File: config.mk
export PLATFORM = sky130hd
export DESIGN_NAME = avm_hram_burst_tester
export DESIGN_NICKNAME = d
export VERILOG_FILES = /design/src/rtl/avm_hram_pkg.sv /design/src/rtl/hram_lfsr16.sv /design/src/rtl/avm_hram_burst_tester.sv
export SDC_FILE = /design/constraint.sdc
export NUM_CORES = 1
export LEC_CHECK = 0
export ABC_AREA = 1
export CAP_MARGIN = 10
export CELL_PAD_IN_SITES_DETAIL_PLACEMENT = 1
export CELL_PAD_IN_SITES_GLOBAL_PLACEMENT = 1
export CORE_MARGIN = 2
export CORE_UTILIZATION = 34
export DETAILED_ROUTE_END_ITERATION = 7
export GPL_TIMING_DRIVEN = 0
export PLACE_DENSITY_LB_ADDON = 0.1
export SLEW_MARGIN = 20
export SYNTH_ARGS = -nofsm -noshare
export SYNTH_HDL_FRONTEND = slang
export SYNTH_SLANG_ARGS = --single-unit
File: constraint.sdc
create_clock -name clk_clk -period 2 [get_ports clk_clk]
set_input_delay 0.5 -clock clk_clk [delete_from_list [all_inputs] [get_ports clk_clk]]
set_output_delay 0.5 -clock clk_clk [all_outputs]
set_load 0.01 [all_outputs]
File: src/rtl/avm_hram_pkg.sv
// Shared types and helpers for the HyperRAM Avalon burst self-test engine.
//   state_e        : FSM state of the burst tester
//   LFSR_TAPS      : Galois right-shift feedback mask
//   LFSR_ZERO_SEED : substitute seed, because an all-zero LFSR never leaves zero
//   lfsr_next()    : one step of the 16-bit pattern generator
package avm_hram_pkg;

  typedef enum logic [2:0] {
    ST_IDLE,
    ST_WRITE,
    ST_RD_CMD,
    ST_RD_DATA,
    ST_DONE
  } state_e;

  localparam logic [15:0] LFSR_TAPS      = 16'hB400;
  localparam logic [15:0] LFSR_ZERO_SEED = 16'hACE1;

  function automatic logic [15:0] lfsr_next(input logic [15:0] x);
    return (x >> 1) ^ (x[0] ? LFSR_TAPS : 16'h0000);
  endfunction

endpackage

File: src/rtl/hram_lfsr16.sv
// 16-bit Galois LFSR register with a synchronous seed load and step enable.
// Ports:
//   clk_i, rst_ni : clock, asynchronous active-low reset
//   load_i        : load seed_i (takes priority over advance_i)
//   seed_i        : value loaded on load_i
//   advance_i     : step the sequence once
//   value_o       : current pattern word
module hram_lfsr16
  import avm_hram_pkg::*;
(
  input  logic        clk_i,
  input  logic        rst_ni,
  input  logic        load_i,
  input  logic [15:0] seed_i,
  input  logic        advance_i,
  output logic [15:0] value_o
);

  logic [15:0] value_q;

  always_ff @(posedge clk_i or negedge rst_ni) begin
    if (!rst_ni) begin
      value_q <= '0;
    end else if (load_i) begin
      value_q <= seed_i;
    end else if (advance_i) begin
      value_q <= lfsr_next(value_q);
    end
  end

  assign value_o = value_q;

endmodule

File: src/rtl/avm_hram_burst_tester.sv
// Avalon-MM burst self-test master: writes burst_len LFSR words starting at
// base_address, reads the same burst back and compares every returned beat.
// Ports:
//   clk_clk, reset_reset_n        : clock, asynchronous active-low reset
//   start, base_address,
//   burst_len, seed               : run request (sampled only while idle)
//   busy, done, pass, timeout,
//   error_count, first_err_idx    : run status and result
//   avm_*                         : Avalon-MM master port
module avm_hram_burst_tester
  import avm_hram_pkg::*;
#(
  parameter int ADDR_W  = 32,
  parameter int DATA_W  = 16,
  parameter int BURST_W = 11,
  parameter int TIMEOUT = 4096
) (
  input  logic               clk_clk,
  input  logic               reset_reset_n,
  input  logic               start,
  input  logic [ADDR_W-1:0]  base_address,
  input  logic [BURST_W-1:0] burst_len,
  input  logic [15:0]        seed,
  output logic               busy,
  output logic               done,
  output logic               pass,
  output logic               timeout,
  output logic [BURST_W-1:0] error_count,
  output logic [BURST_W-1:0] first_err_idx,
  output logic [ADDR_W-1:0]  avm_address,
  output logic [BURST_W-1:0] avm_burstcount,
  output logic               avm_write,
  output logic [DATA_W-1:0]  avm_writedata,
  output logic               avm_read,
  input  logic [DATA_W-1:0]  avm_readdata,
  input  logic               avm_readdatavalid,
  input  logic               avm_waitrequest
);

  localparam int TMR_W = $clog2(TIMEOUT + 1);
  localparam logic [TMR_W-1:0] TMR_LAST = TMR_W'(TIMEOUT - 1);

  state_e             state_q, state_d;
  logic [ADDR_W-1:0]  addr_q;
  logic [BURST_W-1:0] len_q, beat_q, err_q, first_q;
  logic [15:0]        seed_q;
  logic [TMR_W-1:0]   tmr_q;
  logic               timeout_q, pass_q;

  logic [15:0] seed_eff, gen_val, chk_val;
  logic        start_ok, wr_acc, rd_acc, rd_beat, last_beat, mismatch;
  logic        tmr_expired, pass_now, bus_active;

  assign start_ok    = (state_q == ST_IDLE) && start;
  assign seed_eff    = (seed == '0) ? LFSR_ZERO_SEED : seed;
  assign wr_acc      = (state_q == ST_WRITE) && !avm_waitrequest;
  assign rd_acc      = (state_q == ST_RD_CMD) && !avm_waitrequest;
  assign rd_beat     = (state_q == ST_RD_DATA) && avm_readdatavalid;
  assign last_beat   = (beat_q == len_q - 1'b1);
  assign mismatch    = (avm_readdata != chk_val);
  assign tmr_expired = (state_q == ST_RD_DATA) && !avm_readdatavalid && (tmr_q == TMR_LAST);
  assign pass_now    = (err_q == '0) && !timeout_q && (len_q != '0);

  hram_lfsr16 u_gen (
    .clk_i     (clk_clk),
    .rst_ni    (reset_reset_n),
    .load_i    (start_ok),
    .seed_i    (seed_eff),
    .advance_i (wr_acc),
    .value_o   (gen_val)
  );

  // Checker reloads for every cycle spent in RD_CMD so it holds the seed when
  // the first read beat can arrive.
  hram_lfsr16 u_chk (
    .clk_i     (clk_clk),
    .rst_ni    (reset_reset_n),
    .load_i    (state_q == ST_RD_CMD),
    .seed_i    (seed_q),
    .advance_i (rd_beat),
    .value_o   (chk_val)
  );

  always_ff @(posedge clk_clk or negedge reset_reset_n) begin
    if (!reset_reset_n) begin
      state_q <= ST_IDLE;
    end else begin
      state_q <= state_d;
    end
  end

  always_comb begin
    state_d = state_q;
    unique case (state_q)
      ST_IDLE:    if (start) state_d = (burst_len == '0) ? ST_DONE : ST_WRITE;
      ST_WRITE:   if (wr_acc && last_beat) state_d = ST_RD_CMD;
      ST_RD_CMD:  if (rd_acc) state_d = ST_RD_DATA;
      ST_RD_DATA: if ((rd_beat && last_beat) || tmr_expired) state_d = ST_DONE;
      ST_DONE:    state_d = ST_IDLE;
      default:    state_d = ST_IDLE;
    endcase
  end

  always_ff @(posedge clk_clk or negedge reset_reset_n) begin
    if (!reset_reset_n) begin
      addr_q    <= '0;
      len_q     <= '0;
      seed_q    <= '0;
      beat_q    <= '0;
      err_q     <= '0;
      first_q   <= '0;
      tmr_q     <= '0;
      timeout_q <= '0;
      pass_q    <= '0;
    end else begin
      unique case (state_q)
        ST_IDLE: begin
          if (start) begin
            addr_q    <= base_address;
            len_q     <= burst_len;
            seed_q    <= seed_eff;
            beat_q    <= '0;
            err_q     <= '0;
            first_q   <= '0;
            tmr_q     <= '0;
            timeout_q <= '0;
            pass_q    <= '0;
          end
        end
        ST_WRITE: begin
          if (wr_acc) beat_q <= last_beat ? '0 : beat_q + 1'b1;
        end
        ST_RD_CMD: begin
          tmr_q <= '0;
        end
        ST_RD_DATA: begin
          if (rd_beat) begin
            beat_q <= beat_q + 1'b1;
            tmr_q  <= '0;
            if (mismatch) begin
              err_q <= err_q + 1'b1;
              if (err_q == '0) first_q <= beat_q;
            end
          end else if (tmr_q == TMR_LAST) begin
            timeout_q <= 1'b1;
          end else begin
            tmr_q <= tmr_q + 1'b1;
          end
        end
        ST_DONE: begin
          pass_q <= pass_now;
        end
        default: ;
      endcase
    end
  end

  // Bus and status outputs decode from registered state so an asynchronous
  // reset clears them at once.
  assign avm_write      = (state_q == ST_WRITE);
  assign avm_read       = (state_q == ST_RD_CMD);
  assign bus_active     = avm_write || avm_read;
  assign avm_address    = bus_active ? addr_q : '0;
  assign avm_burstcount = bus_active ? len_q : '0;
  assign avm_writedata  = avm_write ? gen_val : '0;
  assign busy           = (state_q == ST_WRITE) || (state_q == ST_RD_CMD) || (state_q == ST_RD_DATA);
  assign done           = (state_q == ST_DONE);
  assign pass           = done ? pass_now : pass_q;
  assign timeout        = timeout_q;
  assign error_count    = err_q;
  assign first_err_idx  = first_q;

endmodule

==> flow_summary.toml <==
[placed_design]
numPortBuffers = 166
place_hpwl_um = 17700
gp_congestion = 0.822
dp_slack_ns = -0.842
placed_cell_area_um2 = 9640

[global_route]
grt_antenna_before_repair = 0
grt_pass1_vias = 7863
globalRouteTotalUtil_pct = 22.5
grt_max_degree = 81
grt_pass1_wl_um = 41800
overflow = 0

[timing]
rsz0062_at_grt = "yes"
whs_ns = -0.0116
worst_slack_ns = -0.367
min_period_ns = 2.37
max_slew_margin_pct = 58.9
setup_viol = 70
fmax_mhz = 422
slew_viol_final = 0
finalClockSkew_ns = 0.0153
timing.final.crit_share_pct = 118
worstMarginPinSlew_ns = 0.616
final_hold_viol_count = 3

[detailed_routing]
post-route-drc-count = 0
drt_iter0_markers = 276
via_per_inst = 4.99
vias = 7443
wl_per_cell_um = 17.8
ant_nets = 0
firstDrtPassIters = 4
wl_um = 26600

[synth]
syn_nets = 1026
synth_area_leader_cell = "dfrtp_1"
synthCells = 941
yosys_warnings = 0
yosys.area.top_type_share_pct = 47.5
synthArstFlopShare_pct = 100
seq_area_frac_synth_pct = 47.5
yosys.cell_types.count = 40
synth_edf_count = 0
syn-mean-instance-area_um2 = 7.95
syn_area_um2 = 7480
ys.flop_type = "dfrtp_1"
ys_top_cells_by_area = "dfrtp_1, inv_1, nand2_1"
synth_seq_cells = 142

[floorplan]
row_count = 54
chipWidth_um = 152
io-pin-count = 167
start_util_pct = 34.5
fp.dieArea_um2 = 23200
core-area_um2 = 21700
dieHeight_um = 152

[power_and_ir_drop]
ir_worst_vdd_v = 0.000788
leakagePower_uw = 0.00529
power.density_nw_per_um2 = 1570

[clocking]
cts_tree = "done"
clock_latency_ns = 0.43
cts_sinks = 142
root_buffer = "clkbuf_16"
cts_hold_buf = 0
clk_pin_slew_ns = 0.07
htree_levels = 4
cts_buffers = 17
clock_path_buffers = 2

[worst_setup_path]
worstPathRequired_ns = 1.50
critPathCaptureType = "primary output"
critPathMaxFanout = 11
cp-start-kind = "register"
path_class = "register to primary output"
arrival_ns = 1.87

[finish]
multi_input_area_um2 = 3780
num_antenna_cells = 0
design_area_um2 = 11400
drive_gt1_share_pct = 30.7
regArea_um2 = 3560
fillers = 2571
area_growth_pct = 52.1
nets = 1285

[flow_run]
drv_cap = 0

[min_path]
hp-class = "input pin to async pin"

[run_status]
status = "complete, but fails checks"
violations = "hold timing, setup timing"
==> state kept, by name, summed over array words and instances, names as in the netlist <==
| name | flops |
|---|---|
| error_count | 11 |
| tmr_q | 13 |
| timeout | 1 |
| len_q | 11 |
| addr_q | 32 |
| u_chk.value_o | 16 |
| pass_q | 1 |
| state_q | 3 |
| first_err_idx | 11 |
| seed_q | 16 |
| beat_q | 11 |
| u_gen.value_o | 16 |
==> metrics by stage <==
stage	total power (uW)	utilization, %	hold WS [ns]	TNS [ns]	cells
floorplan	9170	-	0.204	0	941
global placement	12200	44.3	0.474	-904.08	1387
detailed placement	12300	44.5	0.479	-79.88	1388
CTS	16500	49.1	0.0221	-19.01	1465
global route	19100	52.5	0.0256	-24.75	1493
finish	17900	52.5	-0.0116	-17.88	1493
==> logic make-up (layout without fill, tap and decap cells) <==
group                      after synthesis  count (layout)  share of synthesized area, %
AOI/OAI and AO/OA                      171             171                          13.1
xor gates and xnor gates                41              41                          4.80
adders and majority gates                5               5                         0.836
buffers and inverters                  197             468                          10.5
DFF                                    142             142                          47.5
and+or+nand+nor                        385             386                          23.3
==> power breakdown <==
group          leakage (uW)  internal, uW  switching, uW
Sequential          0.00181          3890            722
Clock              0.000272          1730           1380
Combinational       0.00321          4310           5820
Total               0.00529          9930           7920
==> worst paths after layout <==
kind,end,depth (start not counted),slack [ns],start
setup / recovery,avm_burstcount[6],8,-0.37,state_q[0]
hold / removal,tmr_q[3],1,-0.01,reset_reset_n
setup reg to reg,state_q[0],16,-0.16,len_q[0]
hold reg to reg,seed_q[8],2,0.50,seed_q[8]
max in group asynchronous,error_count[2],2,1.23,reset_reset_n
min in group clk_clk,seed_q[8],2,0.50,seed_q[8]
==> timing repair <==
item                       CTS  global route
pin swaps                   17            38
setup buffers               41            38
resized for setup          348           157
cloned                       5             3
setup endpoints to repair  130           186
==> metal layers <==
layer	vias up	routed length, um	track usage [%]
met1	3672	11800	29.1
met5	-	0	0
met4	0	499	6.50
met2	178	13100	38.4
met3	37	1250	4.52
li1	3556	-	-
==> layout by cell type, fill, tap and decap left out, types with 23 or more instances in the layout <==
cell type / instances
buf_2: 43
buf_4: 62
buf_6: 34
clkdlybuf4s50_1: 92
dfrtp_1: 137
inv_1: 139
nand2_1: 140
nand3_1: 43
nor2_1: 36
nor2_2: 52
nor2_4: 27
o21ai_0: 93
xnor2_1: 23
==> area by class of cell <==
type	count	area share, %
inverter	163	5.53
clock buffer	18	3.77
timing repair buffer	243	19.3
multi-input combinational	603	33.2
buffer	30	2.67
tap	280	3.08
sequential	142	31.3
clock inverter	14	1.18
==> critical path: stages, from the launching register on <==
cell       delay (ns)
dfrtp_2          0.43
buf_4            0.15
nor3_4           0.16
inv_2            0.09
nand2_4          0.11
inv_8            0.08
clkbuf_16        0.16
nor2_2           0.09
buf_2            0.15
==> cell usage after synthesis, types with 15 or more instances <==
| cell | count |
|---|---|
| o21ai_0 | 108 |
| nand2_1 | 154 |
| nand4_1 | 19 |
| xnor2_1 | 23 |
| clkbuf_1 | 24 |
| dfrtp_1 | 142 |
| a22oi_1 | 15 |
| inv_1 | 156 |
| nand3_1 | 57 |
| xor2_1 | 18 |
| nor2_1 | 108 |
| a21oi_1 | 17 |
(Power assumes the default switching activity.)
==> edit 1, RTL diff (same flow settings) <==
The parameter `ADDR_W` goes from 32 to 48.
--- a/src/rtl/avm_hram_burst_tester.sv
+++ b/src/rtl/avm_hram_burst_tester.sv
@@ -10,7 +10,7 @@
 module avm_hram_burst_tester
   import avm_hram_pkg::*;
 #(
-  parameter int ADDR_W  = 32,
+  parameter int ADDR_W  = 48,
   parameter int DATA_W  = 16,
   parameter int BURST_W = 11,
   parameter int TIMEOUT = 4096
Ports: changed (resized avm_address and base_address); port bits go from 167 to 199. No check against the original RTL was run, so the function may have changed too.
==> edit 1 against the unedited design <==
- the run ends with setup timing left
- cell area grew 9.0%
- sequential share of layout area grew 0.62 points
- critical path depth grew 2
- total power grew 11%
- global-route usage shrank 0.80 points
- synthesized area grew 10%
- core utilization grew 0.064 points
- sequential cell count grew 16
- worst setup slack lost 27 ps
- routed wire length grew 6.3%
- largest cell class unchanged
==> edit 1: results (changes against the unedited design) <==
Run status
  – Status: finished with violations
  – Failing checks: setup timing

Timing
  – Fin Setup TNS: -23240 ps (-5360 ps)
  – Hold Slack: 4.98 ps (+16.6 ps)
  – Final setup viols: 93 (+33%)
  – Skew final: 14.0 ps (-1.25 ps)
  – Worst setup margin: -394 ps (-26.7 ps)

Worst setup path
  – Worst-path cell with the longest stage delay: dfrtp_1
  – WP data arrival: 1890 ps (+20 ps)
  – Crit path max fanout: 8 (-3)

Placed design
  – Gp weighted congestion: 0.822 (about the same)
  – HPWL Detailed: 20000 um (+13%)

Finish
  – Multi-input gates: 660 (+9.5%)
  – Inverters excl. clock: 171 (+4.9%)
  – Fin cells: 1644 (+10%)
  – Multi-input combinational area share: 32.4% (-0.76 points)
  – Count of non-CTS buffers in the layout: 306 (+12%)
  – Clock Buffer Count: 20 (+2)

Clocking
  – Cts repair resizes: 453 (+30%)

Yosys
  – Synth Area in Compound Gates: 13.6% (+0.50 points)
  – Mean area per synthesized cell: 8.01 um2 (+0.79%)
  – Synth Area in Adders: 0.759% (-0.078 points)
  – Synth Area in XOR/XNOR: 4.14% (-0.66 points)

Global routing
  – Antenna violations before repair: 1 (+1)
  – First-pass GRT wire length: 44100 um (+5.4%)
  – Vias in the first global route: 8199 (+4.3%)
  – GRT Total Usage: 21.7% (-0.80 points)

Floorplanning
  – Die area: 25500 um2 (+9.9%)

Power and ir drop
  – Clock share of power: 17.0% (-0.4 points)
  – Combinational group power: 11400 uW (+13%)

Route
  – Initial drt markers: 296 (+7.2%)
-- edit 1: per-layer routing --
layer,wire (um),vias up,track usage [%]
met4,318,0,5.33
met3,1860,18,6.70
met5,0,-,0
li1,-,3867,-
met1,12100,3856,26.5
met2,14000,184,37.5
-- edit 1: how the worst max path moves through the flow --
stage	slack, ps	end	start
after global placement	-6400	addr_q[10]$_DFFE_PN0P_	reset_reset_n
after global routing	-470	pass	error_count[1]$_DFFE_PN0P_
after floorplan	-40	avm_burstcount[0]	state_q[1]$_DFFE_PN0P_
after CTS	-470	pass	len_q[0]$_DFFE_PN0P_
after detailed placement	-1040	avm_address[31]	state_q[1]$_DFFE_PN0P_
final	-390	avm_burstcount[8]	state_q[2]$_DFFE_PN0P_
-- edit 1: logic make-up after synthesis --
| family | after synthesis |
|---|---|
| simple gates | 417 |
| xor+xnor | 39 |
| flops | 158 |
| buf+inv | 212 |
| compound gates | 198 |
| fa+ha+maj | 5 |
==> edit 2, RTL diff (config.mk and constraints unchanged) <==
Made on the original files. Re-encode `state_e` (5 states) as one-hot, 5 bits wide.
--- a/src/rtl/avm_hram_pkg.sv
+++ b/src/rtl/avm_hram_pkg.sv
@@ -5,12 +5,12 @@
 //   lfsr_next()    : one step of the 16-bit pattern generator
 package avm_hram_pkg;
 
-  typedef enum logic [2:0] {
-    ST_IDLE,
-    ST_WRITE,
-    ST_RD_CMD,
-    ST_RD_DATA,
-    ST_DONE
+  typedef enum logic [4:0] {
+    ST_IDLE    = 5'b00001,
+    ST_WRITE   = 5'b00010,
+    ST_RD_CMD  = 5'b00100,
+    ST_RD_DATA = 5'b01000,
+    ST_DONE    = 5'b10000
   } state_e;
 
   localparam logic [15:0] LFSR_TAPS      = 16'hB400;
Behaviour: same outputs for any inputs over 4 cycles, from zero or initial values and one cycle with reset_reset_n low; so few cycles prove little.
==> edit 2 against the unedited design <==
- the flow finishes with violations (setup timing)
- synthesized area up 3.0%
- sequential cell count up 2
- register-to-register slack better by 50 ps
- cell area up 0.11%
- clock skew down 3.0 ps
- critical path type unchanged
- sequential share of layout area up 0.44 points
- routed wire length up 1.2%
- total power down 26%
- via count up 2.4%
- first-iteration DRC count down 20%
- critical endpoint unchanged
- worst setup slack worse by 93 ps
==> edit 2: results (changes against the unedited design) <==
Placed design
  – DP Area: 9760 um2 (+1.2%)
  – Dpl cells: 1452 (+4.6%)
  – Placement Setup Slack: -1030 ps (-189 ps)
  – Gp weighted congestion: 0.820 (-0.18%)
  – HPWL Detailed: 18300 um (+3.5%)

Global routing
  – Global-route track usage on met3: 6.02% (+1.5 points)
  – Antenna violations before repair: 1 (+1)
  – Routing usage on met2: 36.6% (-1.8 points)
  – Vias in the first global route: 8096 (+3.0%)
  – GRT Total Usage: 22.3% (-0.23 points)
  – M1 GR Usage: 29.0% (-0.062 points)
  – First-pass GRT wire length: 42200 um (+0.86%)
  – Pin count of the biggest net entering global routing: 76 (-6.2%)

Run status
  – Status: finished with violations
  – Failing checks: setup timing

Route
  – DR WL/cell: 17.3 um (-2.9%)
  – Via count: 7621 (+2.4%)
  – WL met1: 12100 um (+2.3%)
  – Initial drt markers: 220 (-20%)
  – Metal3 WL: 1500 um (+20%)
  – Routed length on met2: 12900 um (-1.0%)

Worst setup path
  – Crit-path max cell delay: 590 ps (+160 ps)
  – Setup crit start: state_q[0]$_DFFE_PN1P_
  – Critical R2R Capture: beat_q[9]$_DFFE_PN0P_
  – WP data arrival: 1960 ps (+90 ps)
  – Cells on worst reg2reg path: 13 (-3)
  – Flop2flop setup slack: -110 ps (+50 ps)

Finish
  – Fin cells: 1556 (+4.2%)
  – Multi-input gates: 670 (+11%)
  – Clock-cell share: 4.58% (-0.37 points)
  – Multi-input combinational area share: 34.0% (+0.80 points)
  – Layout area overhead: 47.8%
  – Fraction of layout cells with a size suffix above 1: 27.3% (-3.4 points)
  – Buffer share of cell area: 21.4% (-0.60 points)
  – Fin nets: 1344 (+4.6%)
  – Count of non-CTS buffers in the layout: 274 (+0.37%)
  – Sequential cell area share: 31.7% (+0.44 points)

Timing
  – Worst setup margin: -460 ps (-92.7 ps)
  – Final setup viols: 93 (+33%)
  – Skew final: 12.3 ps (-2.99 ps)
  – Hold Slack: 59.2 ps (+70.8 ps)
  – Fin Setup TNS: -22250 ps (-4360 ps)

Yosys
  – Sequential fraction of the synthesis area: 46.8% (-0.72 points)
  – Number of synthesized register bits: 144 (+1.4%)
  – Syn Nets: 1085 (+5.8%)
  – Yosys synthesis warning count: 0 (unchanged)
  – Ranking of synthesized cells by area: dfrtp_1, nand2_1, inv_1
  – Post-Syn Instances: 1000 (+6.3%)
  – Commonest cells in the netlist: nand2_1, dfrtp_1, inv_1

Power and ir drop
  – Leakage power: 0.00540 uW (+2.0%)
  – VDD IR max: 0.000468 V (-41%)

Floorplanning
  – Die area: 23900 um2 (+2.9%)
-- edit 2: cell count changes after synthesis, moves of 7 or more --
cell	unedited run	this run
buf_2	3	10
xor2_1	18	27
nand4_1	19	11
a21oi_1	17	6
o21ai_1	3	16
o21ai_0	108	99
xnor2_1	23	13
inv_1	156	141
nand2_1	154	217
nor2_1	108	122
-- edit 2: repair_timing --
item,in CTS,in global routing
hold buffers,0,0
resized for setup,343,168
pin swaps,19,30
endpoints found under the setup margin,167,167
buffers inserted,46,23
gates cloned,3,4
-- edit 2: cell families (layout without fill, tap and decap cells) --
kind of cell	after synthesis	after routing	synth area share, %
buf+inv	187	457	9.53
xor+xnor	40	40	4.55
fa+ha+maj	5	5	0.812
compound gates	157	157	11.5
simple gates	465	466	26.5
mux	2	2	0.292
flops	144	144	46.8
-- edit 2: report_power, final --
part           internal (uW)  switching (uW)
Clock                   1580            1320
Sequential              3710             474
Combinational           2590            3610
